`config.mk`:
```
export PLATFORM = sky130hd
export DESIGN_NAME = spike_event_encoder
export DESIGN_NICKNAME = d
export VERILOG_FILES = /design/src/rtl/spike_event_encoder.sv
export SDC_FILE = /design/constraint.sdc
export NUM_CORES = 1
export LEC_CHECK = 0
export ABC_AREA = 1
export BUFFER_PORTS_ARGS = -buffer_cell sky130_fd_sc_hd__buf_4
export CORE_MARGIN = 2
export CORE_UTILIZATION = 55
export DETAILED_ROUTE_END_ITERATION = 8
export GPL_TIMING_DRIVEN = 1
export PLACE_DENSITY_LB_ADDON = 0.15
export RECOVER_POWER = 25
export SLEW_MARGIN = 5
export SYNTH_ARGS = -nofsm -noshare
export SYNTH_HDL_FRONTEND = slang
export SYNTH_SLANG_ARGS = --single-unit
```
`constraint.sdc`:
```
create_clock -name clk -period 2.25 [get_ports clk]
set_input_delay 0.1125 -clock clk [delete_from_list [all_inputs] [get_ports clk]]
set_output_delay 0.1125 -clock clk [all_outputs]
set_load 0.005 [all_outputs]
```
`src/rtl/spike_event_encoder.sv`:
```
// Buffers tile spike words in a FIFO and serializes each into single-neuron address events.
// Optional `SPIKE_COUNT_EN adds a free-running handshake counter on out_spikeCount.
module spike_event_encoder #(
  parameter int size_tile        = 4,
  parameter int size_matrix      = 16,
  parameter int size_addr_matrix = $clog2(size_matrix),
  parameter int fifo_depth       = 4
`ifdef SPIKE_COUNT_EN
  , parameter int size_count     = 16
`endif
) (
  input  logic                                        clk,
  input  logic                                        reset,
  input  logic                                        clear,
  input  logic                                        in_spikeValid,
  input  logic [size_tile-1:0]                        in_spike,
  input  logic [size_addr_matrix-1:0]                 in_spikeAddress,
  input  logic                                        out_ready,
  output logic                                        out_valid,
  output logic [size_addr_matrix+$clog2(size_tile)-1:0] out_neuronAddr,
  output logic                                        busy,
  output logic                                        overflow
`ifdef SPIKE_COUNT_EN
  , output logic [size_count-1:0]                     out_spikeCount
`endif
);

  localparam int idx_w = $clog2(size_tile);
  localparam int ptr_w = $clog2(fifo_depth);
  localparam int cnt_w = ptr_w + 1;
  localparam logic [size_tile-1:0] one_tile = 1;

  typedef enum logic {IDLE, EMIT} state_t;

  state_t                      state_q, next_state;
  logic [size_tile-1:0]        mem_vec  [fifo_depth];
  logic [size_addr_matrix-1:0] mem_addr [fifo_depth];
  logic [ptr_w-1:0]            wr_q, rd_q;
  logic [cnt_w-1:0]            cnt_q;
  logic [size_tile-1:0]        mask_q, mask_rest;
  logic [size_addr_matrix-1:0] addr_q;
  logic [idx_w-1:0]            bit_idx;
  logic                        fifo_empty, fifo_full;
  logic                        push_req, push, pop, load, shift;

  assign fifo_empty = (cnt_q == '0);
  assign fifo_full  = (cnt_q == cnt_w'(fifo_depth));
  assign push_req   = in_spikeValid & (|in_spike) & ~clear;
  assign push       = push_req & (~fifo_full | pop);
  assign mask_rest  = mask_q & (mask_q - one_tile);

  assign out_valid      = (state_q == EMIT);
  assign out_neuronAddr = out_valid ? {addr_q, bit_idx} : '0;
  assign busy           = ~fifo_empty | (state_q == EMIT);

  // Priority pick of the lowest pending neuron in the held word
  always_comb begin
    bit_idx = '0;
    for (int i = size_tile - 1; i >= 0; i--) begin
      if (mask_q[i]) bit_idx = idx_w'(i);
    end
  end

  always_ff @(posedge clk or negedge reset) begin
    if (!reset) state_q <= IDLE;
    else        state_q <= next_state;
  end

  // A finished word is replaced by the FIFO head on the same edge, so there is no bubble
  always_comb begin
    next_state = state_q;
    pop        = 1'b0;
    load       = 1'b0;
    shift      = 1'b0;
    case (state_q)
      IDLE: begin
        if (!fifo_empty) begin
          pop        = 1'b1;
          load       = 1'b1;
          next_state = EMIT;
        end
      end
      EMIT: begin
        if (out_ready) begin
          if (mask_rest == '0) begin
            if (!fifo_empty) begin
              pop  = 1'b1;
              load = 1'b1;
            end else begin
              next_state = IDLE;
            end
          end else begin
            shift = 1'b1;
          end
        end
      end
      default: next_state = IDLE;
    endcase
    if (clear) begin
      next_state = IDLE;
      pop        = 1'b0;
      load       = 1'b0;
      shift      = 1'b0;
    end
  end

  always_ff @(posedge clk or negedge reset) begin
    if (!reset) begin
      mask_q <= '0;
      addr_q <= '0;
    end else if (load) begin
      mask_q <= mem_vec[rd_q];
      addr_q <= mem_addr[rd_q];
    end else if (shift) begin
      mask_q <= mask_rest;
    end
  end

  always_ff @(posedge clk) begin
    if (push) begin
      mem_vec[wr_q]  <= in_spike;
      mem_addr[wr_q] <= in_spikeAddress;
    end
  end

  // The matrix cannot be stalled, so a word arriving at a full FIFO is lost and flagged
  always_ff @(posedge clk or negedge reset) begin
    if (!reset) begin
      wr_q     <= '0;
      rd_q     <= '0;
      cnt_q    <= '0;
      overflow <= 1'b0;
    end else if (clear) begin
      wr_q     <= '0;
      rd_q     <= '0;
      cnt_q    <= '0;
      overflow <= 1'b0;
    end else begin
      if (push) wr_q <= wr_q + ptr_w'(1);
      if (pop)  rd_q <= rd_q + ptr_w'(1);
      case ({push, pop})
        2'b10:   cnt_q <= cnt_q + cnt_w'(1);
        2'b01:   cnt_q <= cnt_q - cnt_w'(1);
        default: cnt_q <= cnt_q;
      endcase
      if (push_req && fifo_full && !pop) overflow <= 1'b1;
    end
  end

`ifdef SPIKE_COUNT_EN
  always_ff @(posedge clk or negedge reset) begin
    if (!reset)                     out_spikeCount <= '0;
    else if (out_valid && out_ready) out_spikeCount <= out_spikeCount + size_count'(1);
  end
`endif

endmodule
```
==> qor.yml <==
vias: 1565
ir_drop_uv: 516
cp.required_ps: 2450
rows: 23
power.density_nw_per_um2: 1070
port_buffers: 21
syn-num-nets: 232
die_area_um2: 4620
gp_congestion: 0.765
setup_violations: 0
crit_type: "reg2reg"
r2r_start: "cnt_q[1]"
cp-start-kind: "flip-flop"
fill_cells: 317
yosysSeqAreaShare_pct: 61.6
hpwl_mm: 2.91
hold_path.startpoint: "in_spikeAddress[2]"
grt_pass1_vias: 1482
timing.hold.ws_ps: 88.5
cts_made_buffers: 5
relSlewSlack_pct: 35.4
drtAntennaViolNets: 0
crit_start: "cnt_q[1]"
root_buffer: "clkbuf_8"
die_w_um: 68.0
cp_slowest_cell: "dfrtp_1"
multi_input_area_um2: 741
place_ws_ps: 168
grt_pass1_wl_mm: 6.96
wire_per_inst_um: 14.5
grt_setup_unrepaired: "false"
via_per_inst: 5.23
path_clk_slew_ps: 90
cts_tree: "built"
cellLeakagePower_uw: 0.00113
setup_tns_ps: 0
outcome: "finished, final reports clean"
synth_cell_types: 31
cp_max_fo: 6
synth_seq_cells: 49
slowest_delay_ps: 430
htreeDepth: 2
dr.pass1.iters: 4
synth_area_per_cell_um2: 10.5
cts_sinks: 49
setup_slack_ps: 162
wl_mm: 4.33
grtUsageTotal_pct: 21.5
maxCapViolations: 0
drive_gt1_share_pct: 17.7
drc: 0
yosys_warnings: 0
area_delta_synth_final_pct: 15.9
start_util_pct: 56.7
synth.area.top_cells: "edfxtp_1, dfrtp_1, nand2_1, nor2_1, o21ai_0"
clk_latency_ps: 310
antenna_found_initial: 0
path_cells: "nor2_2 -> inv_1 -> nor2_1 -> inv_2 -> nand4_4 -> inv_1 -> fa_1 -> xnor2_2 -> nand2_1 -> nand2_1 -> nor2_1 -> nand2_1 -> nand2_1"
finalHoldViolCount: 0
period_share_pct: 92.8
arrival_ps: 2290
synth_area_leader_cell: "edfxtp_1"
grt_max_degree: 18
hp-class: "in2reg"
finClkSkew_ps: 8.14
fin_total_pwr_uw: 2780
synthCells: 214
io_pins: 22
antenna_cells: 0
slew_viol_final: 0
drt_first_iter_violations: 113
synth_top_area_share_pct: 42.7
cts_buffer_depth: 2
critical-path-top-cell-by-count: "nand2_1"
syn_area_um2: 2250
core-area_um2: 3970
die_h_um: 68.0
max_freq_mhz: 479
grt_overflow: 0
final_nets: 266
tightest_slew_ps: 970
seq_area_um2: 1390
layout_min_cycle_time_ps: 2090
end_kind: "flip-flop"
==> worst max-delay path: cells and delay by family, from the launching register on <==
kind,cells,cell delay (ps)
DFF,1,430
xor gates and xnor gates,1,190
and+or+nand+nor,8,730
adders and majority gates,1,410
buffers and inverters,3,230
==> per-layer routing <==
layer / track usage, % / up-vias / wire, um / share of wire [%]
met5: 0 / - / 0 / 0
met1: 27.4 / 735 / 1930 / 45
met4: 9.25 / 0 / 114 / 2.6
li1: - / 786 / - / -
met2: 34.6 / 33 / 2110 / 49
met3: 5.92 / 11 / 174 / 4.0
==> synth_stat cells <==
| library cell | count |
|---|---|
| nand2_2 | 2 |
| nand2_4 | 1 |
| buf_6 | 1 |
| dfrtp_1 | 17 |
| a21oi_1 | 6 |
| nor2_1 | 28 |
| inv_2 | 1 |
| o221ai_1 | 1 |
| o211ai_1 | 1 |
| nand3_4 | 3 |
| o21ai_1 | 1 |
| clkbuf_1 | 2 |
| nor3_1 | 2 |
| nand3_1 | 10 |
| xnor2_1 | 1 |
| o22ai_1 | 6 |
| buf_4 | 1 |
| inv_1 | 23 |
| a2111oi_0 | 1 |
| fa_1 | 1 |
| o21ai_2 | 1 |
| nand4_4 | 1 |
| nand4_1 | 3 |
| inv_4 | 1 |
| nand3_2 | 1 |
| nor2_2 | 3 |
| buf_2 | 2 |
| nand2_1 | 38 |
| o21ai_0 | 19 |
| ha_1 | 4 |
| edfxtp_1 | 32 |
==> state kept, by name, indices dropped and copies added (netlist names) <==
register,cells
addr_q,4
cnt_q,3
mask_q,4
mem_addr,16
mem_vec,16
out_valid,1
overflow,1
rd_q,2
wr_q,2
==> timing repair <==
| action | CTS | global route |
|---|---|---|
| gates resized for setup | 0 | 1 |
| endpoints found under the setup margin | 0 | 1 |
| hold buffers | 5 | 0 |
| hold endpoints to repair | 29 | 0 |
| setup buffers | 0 | 0 |
==> report_power, final <==
part | switching, uW | leakage [uW] | internal [uW]
sequential | 145 | 0.000506 | 1120
clock | 293 | 0.0000455 | 215
combinational | 609 | 0.000576 | 404
==> cells in the final DEF, fill, tap and decap left out, types with 6 or more instances in the layout <==
cell type and n:
dfrtp_1 17, a21oi_1 6, nand3_1 10, edfxtp_1 32, nand2_1 38, buf_4 22
o22ai_1 6, o21ai_0 19, inv_1 23, nor2_1 28, clkbuf_1 6
==> area by class of cell <==
| cell class | count | area share (%) |
|---|---|---|
| Clock buffer | 5 | 2.64 |
| Multi-Input combinational cell | 134 | 28.4 |
| Tap cell | 50 | 2.40 |
| Timing Repair Buffer | 33 | 9.11 |
| Sequential cell | 49 | 53.1 |
| Clock inverter | 3 | 0.671 |
| Inverter | 25 | 3.69 |
==> per-stage QoR <==
stage / instances / instance area [um^2] / util, %
floorplan: 214 / 2250 / -
global placement: 286 / 2490 / 62.7
detailed placement: 286 / 2490 / 62.7
CTS: 299 / 2630 / 66.1
global route: 299 / 2610 / 65.7
finish: 299 / 2610 / 65.7
==> final timing paths <==
path	end	slack, ps	cells past startpoint
max in group asynchronous	rd_q[0]	1190	2
worst min-delay path	mem_addr[0][2]	90	1
worst max-delay path	cnt_q[2]	160	13
min in group asynchronous	mask_q[2]	460	2
worst min register to register	addr_q[1]	490	2
worst max register to register	cnt_q[2]	160	13
==> kinds of logic (layout without fill, tap and decap cells) <==
| kind of cell | after synthesis | after routing | share of synthesized area (%) |
|---|---|---|---|
| AO/OA/AOI/OAI | 36 | 36 | 8.94 |
| XOR/XNOR | 1 | 1 | 0.389 |
| adder cells (fa/ha/maj) | 5 | 5 | 3.11 |
| buffers and inverters | 31 | 66 | 5.89 |
| flip-flops | 49 | 49 | 61.6 |
| AND/OR/NAND/NOR | 92 | 92 | 20.1 |
Power figures use the tool's default switching activity.
